$ cat src/rtl/swt_pkg.sv
// Shared board constants for the slide-switch input conditioning path.
package swt_pkg;

    localparam int unsigned CLK_HZ      = 100_000_000;
    localparam int unsigned SWT_N       = 4;
    localparam int unsigned DEBOUNCE_MS = 10;
    localparam int unsigned SWT_CNT_MAX = CLK_HZ / 1000 * DEBOUNCE_MS;

endpackage

$ cat src/rtl/swt_debounce_bit.sv
// One switch bit: two-flop synchronizer, stability counter and debounced level.
// SWT_DEBOUNCE_CHG_EN adds the registered one-cycle change pulse on chg.
module swt_debounce_bit import swt_pkg::*; #(
    parameter int unsigned CNT_MAX = SWT_CNT_MAX,
    parameter int unsigned CNT_W   = $clog2(CNT_MAX)
) (
    input  logic clk,
    input  logic rst_n,
    input  logic raw,
    output logic swt,
    output logic chg
);

    localparam logic [CNT_W-1:0] CNT_LAST = CNT_W'(CNT_MAX - 1);

    logic             s1;
    logic             s2;
    logic [CNT_W-1:0] cnt;
    logic             update;

    // The new level has differed for CNT_MAX consecutive evaluations.
    assign update = (s2 != swt) && (cnt == CNT_LAST);

    always_ff @(posedge clk or negedge rst_n) begin
        if (!rst_n) begin
            s1  <= 1'b0;
            s2  <= 1'b0;
            cnt <= '0;
            swt <= 1'b0;
        end else begin
            s1 <= raw;
            s2 <= s1;
            if (s2 == swt) begin
                cnt <= '0;
            end else if (update) begin
                swt <= s2;
                cnt <= '0;
            end else begin
                cnt <= cnt + 1'b1;
            end
        end
    end

`ifdef SWT_DEBOUNCE_CHG_EN
    always_ff @(posedge clk or negedge rst_n) begin
        if (!rst_n) begin
            chg <= 1'b0;
        end else begin
            chg <= update;
        end
    end
`else
    assign chg = 1'b0;
`endif

endmodule

$ cat src/rtl/swt_debounce.sv
// Debounces N raw slide-switch pins; SWT feeds the AOI stage.
// SWT_CHG pulses only when built with SWT_DEBOUNCE_CHG_EN, otherwise tied to 0.
module swt_debounce import swt_pkg::*; #(
    parameter int unsigned N       = SWT_N,
    parameter int unsigned CNT_MAX = SWT_CNT_MAX,
    parameter int unsigned CNT_W   = $clog2(CNT_MAX)
) (
    input  logic         CLK,
    input  logic         RST_N,
    input  logic [N-1:0] SWT_RAW,
    output logic [N-1:0] SWT,
    output logic [N-1:0] SWT_CHG
);

    for (genvar i = 0; i < N; i++) begin : g_bit
        swt_debounce_bit #(
            .CNT_MAX (CNT_MAX),
            .CNT_W   (CNT_W)
        ) u_bit (
            .clk   (CLK),
            .rst_n (RST_N),
            .raw   (SWT_RAW[i]),
            .swt   (SWT[i]),
            .chg   (SWT_CHG[i])
        );
    end

endmodule

$ cat config.mk
export PLATFORM = sky130hd
export DESIGN_NAME = swt_debounce
export DESIGN_NICKNAME = d
export VERILOG_FILES = /design/src/rtl/swt_pkg.sv /design/src/rtl/swt_debounce_bit.sv /design/src/rtl/swt_debounce.sv
export SDC_FILE = /design/constraint.sdc
export NUM_CORES = 1
export LEC_CHECK = 0
export ABC_AREA = 1
export BUFFER_PORTS_ARGS = -buffer_cell sky130_fd_sc_hd__buf_2
export CAP_MARGIN = 20
export CORE_UTILIZATION = 30
export CTS_CLUSTER_SIZE = 30
export DETAILED_ROUTE_END_ITERATION = 7
export GPL_ROUTABILITY_DRIVEN = 0
export PLACE_DENSITY = 0.45
export SKIP_LAST_GASP = 1
export SYNTH_ARGS = -nofsm -noshare
export SYNTH_HDL_FRONTEND = slang
export SYNTH_HIERARCHICAL = 1
export SYNTH_SLANG_ARGS = --single-unit
export TNS_END_PERCENT = 10
$ cat constraint.sdc
create_clock -name CLK -period 1.2 [get_ports CLK]
set_clock_uncertainty 0.1 [all_clocks]
set_input_delay 0.06 -clock CLK [delete_from_list [all_inputs] [get_ports CLK]]
set_output_delay 0.06 -clock CLK [all_outputs]
set_load 0.02 [all_outputs]
==> Yosys cells after proc, flatten, opt, wreduce, memory -nomap -nowiden <==
Index checks and enable logic that the tools add are counted.
W data, S select, Z words.
{ "word_totals": {"regBits": 92, "input_bits": 6, "out_inout_bits": 8, "word_cells": 52} }
{ "classes": {"addsub": 4, "n_eq_ne": 12, "n_mux": 8, "bitwise_logic": 4, "reduce_logical": 8} }
{ "ops": {"columns": ["op", "n"], "rows": [
  ["$mux W20", 8],
  ["$add A20 B1 Y20 const B", 4],
  ["$eq A20 B20 Y1 const B", 4],
  ["$reduce_and A2 Y1", 4],
  ["$eq A1 B1 Y1", 4],
  ["$logic_and A1 B1 Y1", 4],
  ["$ne A1 B1 Y1", 4],
  ["$not A1 Y1", 4]
]} }

==> Depth between registers and ports, before layout <==
Gate-level depths: netlist (run 1).
{ "logic_depth": {"word_depth": 4, "mapped_depth": 9, "ltp_nobuf": 9} }

==> Modules after synthesis <==
The synthesis (run 1) kept the hierarchy.
{ "modules_own_cells": {"columns": ["module", "instances", "cells_per_inst", "area_each_um2"], "rows": [
  ["swt_debounce_bit", 4, 165, 1272.5]
]} }

==> Worst setup path after synthesis (run 1) <==
No wires, ideal clock.
{ "synth_path": {"path_type": "register to register", "start": "reg g_bit[0].u_bit.swt", "end": "reg g_bit[0].u_bit.cnt[13]", "setup_time_ns": 0.119, "arrival_time_ns": 1.134, "required_ns": 0.981, "setup_slack_ns": -0.153, "path_stages_with_launch": 10, "n_path_buf": 1, "synth_period_minus_slack_ns": 1.353, "cell_sequence": "dfrtp_1 > inv_1 > nand2_1 > nand2_1 > nand2_1 > nor2_1 > nand2_1 > buf_6 > nand3_1 > nor2_1"} }
{ "synth_between": {"elab_chain_cells": 4, "elab_cells_between_ends": 5, "cone_classes": "eq/ne (2); mux (2); reduce/logical (1)"} }
{ "synth_rtl": {"columns": ["item", "line", "rtl"], "rows": [
  ["start, declared", "swt_debounce_bit.sv:10", "output logic swt,"],
  ["start signal, assigned", "swt_debounce_bit.sv:29", "swt <= 1'b0;"],
  ["start signal, assigned", "swt_debounce_bit.sv:36", "swt <= s2;"],
  ["$ne A1 B1 Y1", "swt_debounce_bit.sv:22", "assign update = (s2 != swt) && (cnt == CNT_LAST);"],
  ["$logic_and A1 B1 Y1", "swt_debounce_bit.sv:22", null],
  ["$mux W20", "swt_debounce_bit.sv:35", "end else if (update) begin"],
  ["$mux W20 (*)", "swt_debounce_bit.sv:33", "if (s2 == swt) begin"],
  ["end signal, assigned", "swt_debounce_bit.sv:39", "cnt <= cnt + 1'b1;"],
  ["end, declared", "swt_debounce_bit.sv:18", "logic [CNT_W-1:0] cnt;"]
]} }
Mark *: on every way between the ends. The rest lies on a longest branch, timed or not.
A chain may end at the register's enable or synchronous reset.

==> Final worst setup path (run 1) <==
{ "layout_path": {"start": "reg g_bit[3].u_bit.cnt[2]", "end": "reg g_bit[3].u_bit.cnt[17]"} }
{ "layout_between": {"elab_chain_cells": 4, "elab_cells_between_ends": 5, "cone_classes": "add/sub (1); eq/ne (1); mux (2); reduce/logical (1)"} }
{ "layout_rtl": {"columns": ["item", "line"], "rows": [
  ["start, declared", "swt_debounce_bit.sv:18"],
  ["start signal, assigned", "swt_debounce_bit.sv:39"],
  ["branches (longest 2 deep; another with $add A20 B1 Y20)", null],
  ["$mux W20 (*)", "swt_debounce_bit.sv:35"],
  ["$mux W20 (*)", "swt_debounce_bit.sv:33"]
]} }
Every way passes the cells marked *.

==> impl_metrics.csv, run 1 <==
group,metric,value,unit
synth,synth-warning-count,6,
critical_path,crit_required,1340,ps
grt,antenna_found_initial,0,
drt,wire_per_inst,12.0,um
cells_and_area,syn2layout_area_growth,45.1,%
die,top_level_ports,14,
synth,synth_area_per_cell,7.71,um^2
critical_path,cp_max_fo,5,
synth,yosys.cell_types.count,22,
die,die_area,17500,um^2
grt,first_global_vias,4636,
synth,synthTopCellsByCount,"136 x nand2_1, 128 x nor2_1, 92 x dfrtp_1, 72 x inv_1, 72 x nand3_1",
drt,dr.first_iter.drc_count,258,
critical_path,end_kind,"register",
synth,synth_ff_type,"dfrtp_1",
power_and_ir_drop,power.total,6470,uW
clocking,cts_buffers,9,
critical_path,critPathArrivalTime,1580,ps
synth,synthArstFlopShare,100,%
drt,via_per_inst,4.41,
sta,setup_ws,-242,ps
grt,grtUsageTotal,15.4,%
critical_path,crit_chain,"nand2_2 > nor2_4 > nand2_1 > nor2_2 > nand2_2 > buf_6 > nand3_2 > nor2_1",
clocking,insertion_delay,350,ps
synth,ys_seq_elements,92,
die,row_count,47,
grt,grt_max_degree,31,
synth,netlist_area,5090,um^2
sta,fmax,693,MHz
drt,drcViolationCount,0,
clocking,htreeDepth,3,
cells_and_area,nFillCells,1632,
power_and_ir_drop,peakVddDrop,0.000554,V
die,initial_core_util,30.7,%
job,drv_cap,0,
cells_and_area,diodes,0,
clocking,cts_tree,"done",
clocking,clkTransAtPathRegs,70,ps
synth,syn-num-nets,670,
critical_path,path_class,"reg -> reg",
placed_design,dp.cells,1034,
die,coreArea,16600,um^2
power_and_ir_drop,power_density,877,nW/um^2
sta,hold_viol,0,
min_path,hold_path.class,"in -> async",
grt,grt_pass1_wl,21.6,mm
clocking,clk_root_buffer_cell,"clkbuf_16",
drt,totalWireLength,12.8,mm
cells_and_area,drive_above_1_share,36.8,%
drt,antenna_left,0,
synth,synthTopCellsByArea,"dfrtp_1 45%, nand2_1 10%, nor2_1 9.4%",
critical_path,slowest_delay,420,ps
critical_path,slowest_stage,"dfrtp_1",
critical_path,critPathMostFrequentCell,"nand2_2",
power_and_ir_drop,p_leak,0.00359,uW
sta,rsz0062_at_grt,"true",
placed_design,dp_hpwl,9.31,mm
synth,synth_edf_count,0,
drt,vias,4741,
clocking,cts.sinks,92,
drt,drt_first_pass_iters,5,
sta,final-setup-viol-count,86,
sta,finalMaxSlewViolations,0,
cells_and_area,nets,859,
sta,period_needed,1440,ps
clocking,cts_buffer_depth,2,
die,die_w,132,um
critical_path,critical-path-top-delay-family,"simple AND/OR/NAND/NOR gates",
die,die_height,132,um
outcome,status,"finished with violations",
placed_design,port_buffers,9,
critical_path,r2r_start,"g_bit[3].u_bit/cnt[2]",
grt,overflow,0,
synth,ys_seq_area_share,45.2,%
synth,netlist_instances,660,
cells_and_area,final_cell_count_no_fill,1074,
synth,synthMostInstantiatedCell,"nand2_1",
critical_path,critPathLaunch,"g_bit[3].u_bit/cnt[2]",
synth,yosysTopAreaCellShare,45.2,%
outcome,violations,"negative setup slack",
sta,finalCritPeriodShare,120,%
critical_path,path_buf_inv,1,
synth,yosysTopAreaCell,"dfrtp_1",
critical_path,worstSetupStartpointType,"register",
==> path summary, 6_finish.rpt <==
kind | endpoint | slack [ps] | cells past startpoint
worst min register to register | g_bit[2].u_bit/s2 | 250 | 0
worst max-delay path | g_bit[3].u_bit/cnt[17] | -240 | 8
worst max register to register | g_bit[3].u_bit/cnt[17] | -240 | 8
min in group CLK | g_bit[2].u_bit/s2 | 250 | 0
worst min-delay path | g_bit[2].u_bit/cnt[9] | 50 | 2
max in group asynchronous | g_bit[1].u_bit/cnt[2] | 470 | 3
==> report_power, final <==
group	leakage (uW)	internal, uW	switching, uW
Combinational	0.00220	177	223
Sequential	0.00125	3150	36.9
Clock	0.000147	1670	1220
==> flip-flops by register name, summed over array words and instances (netlist names) <==
| register | cells |
|---|---|
| g_bit.u_bit/cnt | 80 |
| g_bit.u_bit/s2 | 4 |
| g_bit.u_bit/swt | 4 |
| g_bit.u_bit/s1 | 4 |
==> kinds of logic after synthesis <==
kind of cell	Yosys count	synth area share, %
XOR/XNOR	40	6.88
other	4	0.295
AO/OA/AOI/OAI	24	2.36
adder cells (fa/ha/maj)	4	0.983
flip-flops	92	45.2
buffers and inverters	88	7.67
AND/OR/NAND/NOR	408	36.6
==> metrics by stage <==
stage / util [%] / TNS [ps] / cell area (um^2) / setup WS (ps) / hold slack, ps
finish: 44.5 / -13860 / 7380 / -242 / 49.6
global placement: 39.4 / -13820 / 6540 / -261 / -132
detailed placement: 39.4 / -14800 / 6540 / -272 / -138
CTS: 43.0 / -13990 / 7130 / -217 / 36.4
global route: 44.5 / -21260 / 7380 / -319 / 45.4
floorplan: - / -6100 / 5090 / -129 / -336
==> layout make-up <==
cell class                 instances  area [um^2]  share of cell area, %
inverter                          76          285                   3.86
multi-input combinational        480         2710                   36.7
timing repair buffer             190         1510                   20.5
clock inverter                     4         48.8                  0.661
tap                              220          275                   3.73
clock buffer                      12          246                   3.34
sequential                        92         2310                   31.3
==> layer usage <==
layer  global-route usage (%)  up-vias  routed length (um)
li1                         -     2427                   -
met1                     20.8     2243                6270
met2                     25.0       59                6130
met3                     2.11       12                 269
met4                     5.56        0                 172
met5                        0        -                   0
==> what timing repair did <==
action	CTS	global route
hold buffers	5	0
pin swaps	25	23
resized for setup	48	48
endpoints found under the hold margin	96	0
setup buffers	9	10
endpoints found under the setup margin	86	86
==> worst reg2reg max path: cells and delay by family (launching register included) <==
kind / cells / cell delay (ps)
buf+inv: 1 / 160
flops: 1 / 420
simple gates: 7 / 660
==> cells in the final DEF (no fill, tap or decap) <==
cell / synthesis / final
inv_2: 4 / 11
buf_12: 0 / 4
nand3_1: 72 / 54
dfrtp_1: 92 / 86
bufinv_16: 0 / 1
nand2_4: 0 / 8
nand3_4: 0 / 3
clkbuf_16: 0 / 9
nor2_2: 20 / 25
nor2_4: 12 / 23
dlygate4sd3_1: 0 / 5
nand4_1: 12 / 12
nand2_2: 8 / 11
nand2_1: 136 / 125
or2_2: 4 / 4
nand3_2: 4 / 19
buf_4: 8 / 162
clkbuf_8: 0 / 1
xor2_1: 36 / 36
clkinv_4: 0 / 1
clkinv_2: 0 / 2
ha_2: 0 / 2
nor3_1: 12 / 11
nor2_1: 128 / 112
xnor2_1: 4 / 4
dfrtp_2: 0 / 6
clkbuf_1: 0 / 2
conb_1: 4 / 4
o21ai_1: 4 / 6
a21oi_1: 16 / 16
o21ai_0: 4 / 2
inv_1: 72 / 65
buf_2: 0 / 8
nor3_2: 0 / 1
ha_4: 0 / 2
buf_6: 4 / 11
No activity file was read; power rests on OpenSTA's default activity.
==> run 2: changes to the inputs <==
--- a/config.mk
+++ b/config.mk
@@ -16,6 +16,5 @@
 export SKIP_LAST_GASP = 1
 export SYNTH_ARGS = -nofsm -noshare
 export SYNTH_HDL_FRONTEND = slang
-export SYNTH_HIERARCHICAL = 1
 export SYNTH_SLANG_ARGS = --single-unit
 export TNS_END_PERCENT = 10
==> impl_metrics.csv, run 2 <==
group,metric,value,unit
grt,first_global_vias,4558,
die,row_count,46,
placed_design,port_buffers,9,
min_path,hold_path.class,"in -> async",
placed_design,dp_hpwl,8.74,mm
critical_path,r2r_start,"g_bit[0].u_bit.cnt[1]",
cells_and_area,drive_above_1_share,31.6,%
power_and_ir_drop,power.total,6490,uW
die,die_height,131,um
drt,drt_first_pass_iters,5,
critical_path,reg2reg_to,"g_bit[0].u_bit.cnt[18]",
critical_path,end_kind,"register",
sta,finalCritPeriodShare,126,%
sta,finalMaxSlewViolations,0,
drt,vias,4613,
die,coreArea,16100,um^2
die,initial_core_util,31.1,%
grt,overflow,0,
critical_path,critPathLaunch,"g_bit[0].u_bit.cnt[1]",
grt,use_met1,19.5,%
outcome,violations,"negative setup slack",
synth,netlist_area,4990,um^2
synth,synthMostInstantiatedCell,"nor2_1",
power_and_ir_drop,p_leak,0.00333,uW
clocking,cts_tree,"done",
critical_path,r2r_cells,10,
sta,period_needed,1510,ps
synth,ys_seq_area_share,46.1,%
clocking,insertion_delay,350,ps
synth,synth_ff_type,"dfrtp_1",
placed_design,place_area,6430,um^2
critical_path,critPathArrivalTime,1700,ps
synth,ys_seq_elements,92,
cells_and_area,layout_common_cells,"156 x buf_4, 141 x nor2_1, 137 x nand2_1",
cells_and_area,top_register,"g_bit.u_bit.cnt",
drt,totalWireLength,12.0,mm
drt,wire_per_inst,11.3,um
synth,synth-warning-count,0,
sta,whs,151,ps
grt,grt_pass1_wl,20.6,mm
drt,via_per_inst,4.34,
critical_path,rrSetupSlack,-310,ps
clocking,cts.sinks,92,
synth,synthArstFlopShare,100,%
cells_and_area,design_area,7120,um^2
synth,synthTopCellsByCount,"158 x nor2_1, 150 x nand2_1, 92 x dfrtp_1, 76 x inv_1, 59 x nand3_1",
cells_and_area,diodes,0,
grt,antenna_found_initial,0,
synth,yosysTopAreaCell,"dfrtp_1",
cells_and_area,syn2layout_area_growth,42.7,%
synth,netlist_instances,665,
die,die_w,131,um
critical_path,worstSetupStartpointType,"register",
critical_path,path_class,"reg -> reg",
drt,dr.first_iter.drc_count,169,
synth,yosysTopAreaCellShare,46.1,%
cells_and_area,largest_reg_flops,80,
sta,hold_viol,0,
sta,rsz0062_at_grt,"true",
outcome,status,"finished with violations",
grt,grt-busiest-layer,"met2",
synth,yosys.cell_types.count,29,
drt,antenna_left,0,
cells_and_area,nets,853,
cells_and_area,nFillCells,1660,
clocking,clk_root_buffer_cell,"clkbuf_16",
sta,final-setup-viol-count,83,
critical_path,cp_max_fo,6,
job,drv_cap,0,
drt,drcViolationCount,0,
die,top_level_ports,14,
power_and_ir_drop,power_density,911,nW/um^2
grt,grt_use_met3,3.91,%
grt,grt_max_degree,70,
sta,setup_ws,-314,ps
clocking,cts_buffers,9,
clocking,cts_buffer_depth,2,
synth,synth_edf_count,0,
grt,grtUsageTotal,15.5,%
sta,fmax,660,MHz
synth,synthTopCellsByArea,"dfrtp_1 46%, nor2_1 12%, nand2_1 11%",
grt,gr-usage-met2,26.5,%
clocking,clkTransAtPathRegs,70,ps
die,die_area,17200,um^2
critical_path,crit_required,1380,ps
cells_and_area,final_common_cell,"buf_4",
power_and_ir_drop,peakVddDrop,0.000704,V
clocking,htreeDepth,3,
synth,synth_area_per_cell,7.51,um^2
==> run 2: cells by family after synthesis <==
group,count (synthesis),share of synthesized area [%]
AND/OR/NAND/NOR,413,35.5
AO/OA/AOI/OAI,26,3.08
adder cells (fa/ha/maj),4,1.00
buffers and inverters,93,7.92
XOR/XNOR,36,6.32
other,1,0.0751
flip-flops,92,46.1
==> run 2: metal layers <==
layer  share of wire (%)  up-vias
met5                   0        -
met1                  48     2166
met4                 1.1        0
met2                  49       34
met3                 2.2       10
li1                    -     2403
==> run 2: report_power, final <==
| group | internal (uW) | switching, uW | total [uW] |
|---|---|---|---|
| combinational | 159 | 212 | 371 |
| sequential | 3150 | 37.9 | 3180 |
| clock | 1680 | 1260 | 2940 |
| total | 4980 | 1510 | 6490 |
==> run 2: how the worst max path moves through the flow <==
stage | to | slack [ps] | depth (start not counted)
global route | g_bit[2].u_bit.cnt[10] | -420 | 8
CTS | g_bit[3].u_bit.swt | -360 | 9
finish | g_bit[0].u_bit.cnt[18] | -310 | 10
floorplan | g_bit[3].u_bit.cnt[17] | -240 | 9
global placement | g_bit[1].u_bit.cnt[18] | -390 | 8
detailed placement | g_bit[1].u_bit.cnt[9] | -420 | 8
==> run 2: through the flow <==
stage / TNS [ps] / setup slack, ps / util (%) / instances
2_1_floorplan: -9280 / -243 / - / 668
4_1_cts: -20230 / -365 / 43.1 / 1061
6_report: -17480 / -314 / 44.4 / 1064
5_1_grt: -25660 / -423 / 44.4 / 1064
3_5_place_dp: -22210 / -419 / 40.1 / 1036
3_3_place_gp: -19960 / -387 / 40.1 / 1036
==> run 2: area by class of cell <==
| class | instances | area (um^2) | area share [%] |
|---|---|---|---|
| Clock inverter | 5 | 61.3 | 0.861 |
| Inverter | 81 | 307 | 4.30 |
| Tap cell | 216 | 270 | 3.79 |
| Timing Repair Buffer | 175 | 1350 | 18.9 |
| Clock buffer | 11 | 243 | 3.41 |
| Sequential cell | 92 | 2300 | 32.3 |
| Multi-Input combinational cell | 484 | 2590 | 36.4 |
==> run 2: worst max-delay path, stage by stage, from the launching register on <==
cell     delay, ps
dfrtp_1        360
ha_2           190
nand2_2         70
nor2_4         110
buf_6          120
nand2_4         60
nor2_4         150
nand2_1         70
nand2_1         60
nand2_1         60
nor2_1         100
==> run 2: timing repair <==
item | CTS | global route
buffers inserted | 3 | 4
gates cloned | 1 | 0
pin swaps | 12 | 19
hold endpoints to repair | 96 | 0
hold buffers | 5 | 0
gates resized for setup | 28 | 46
endpoints found under the setup margin | 85 | 87
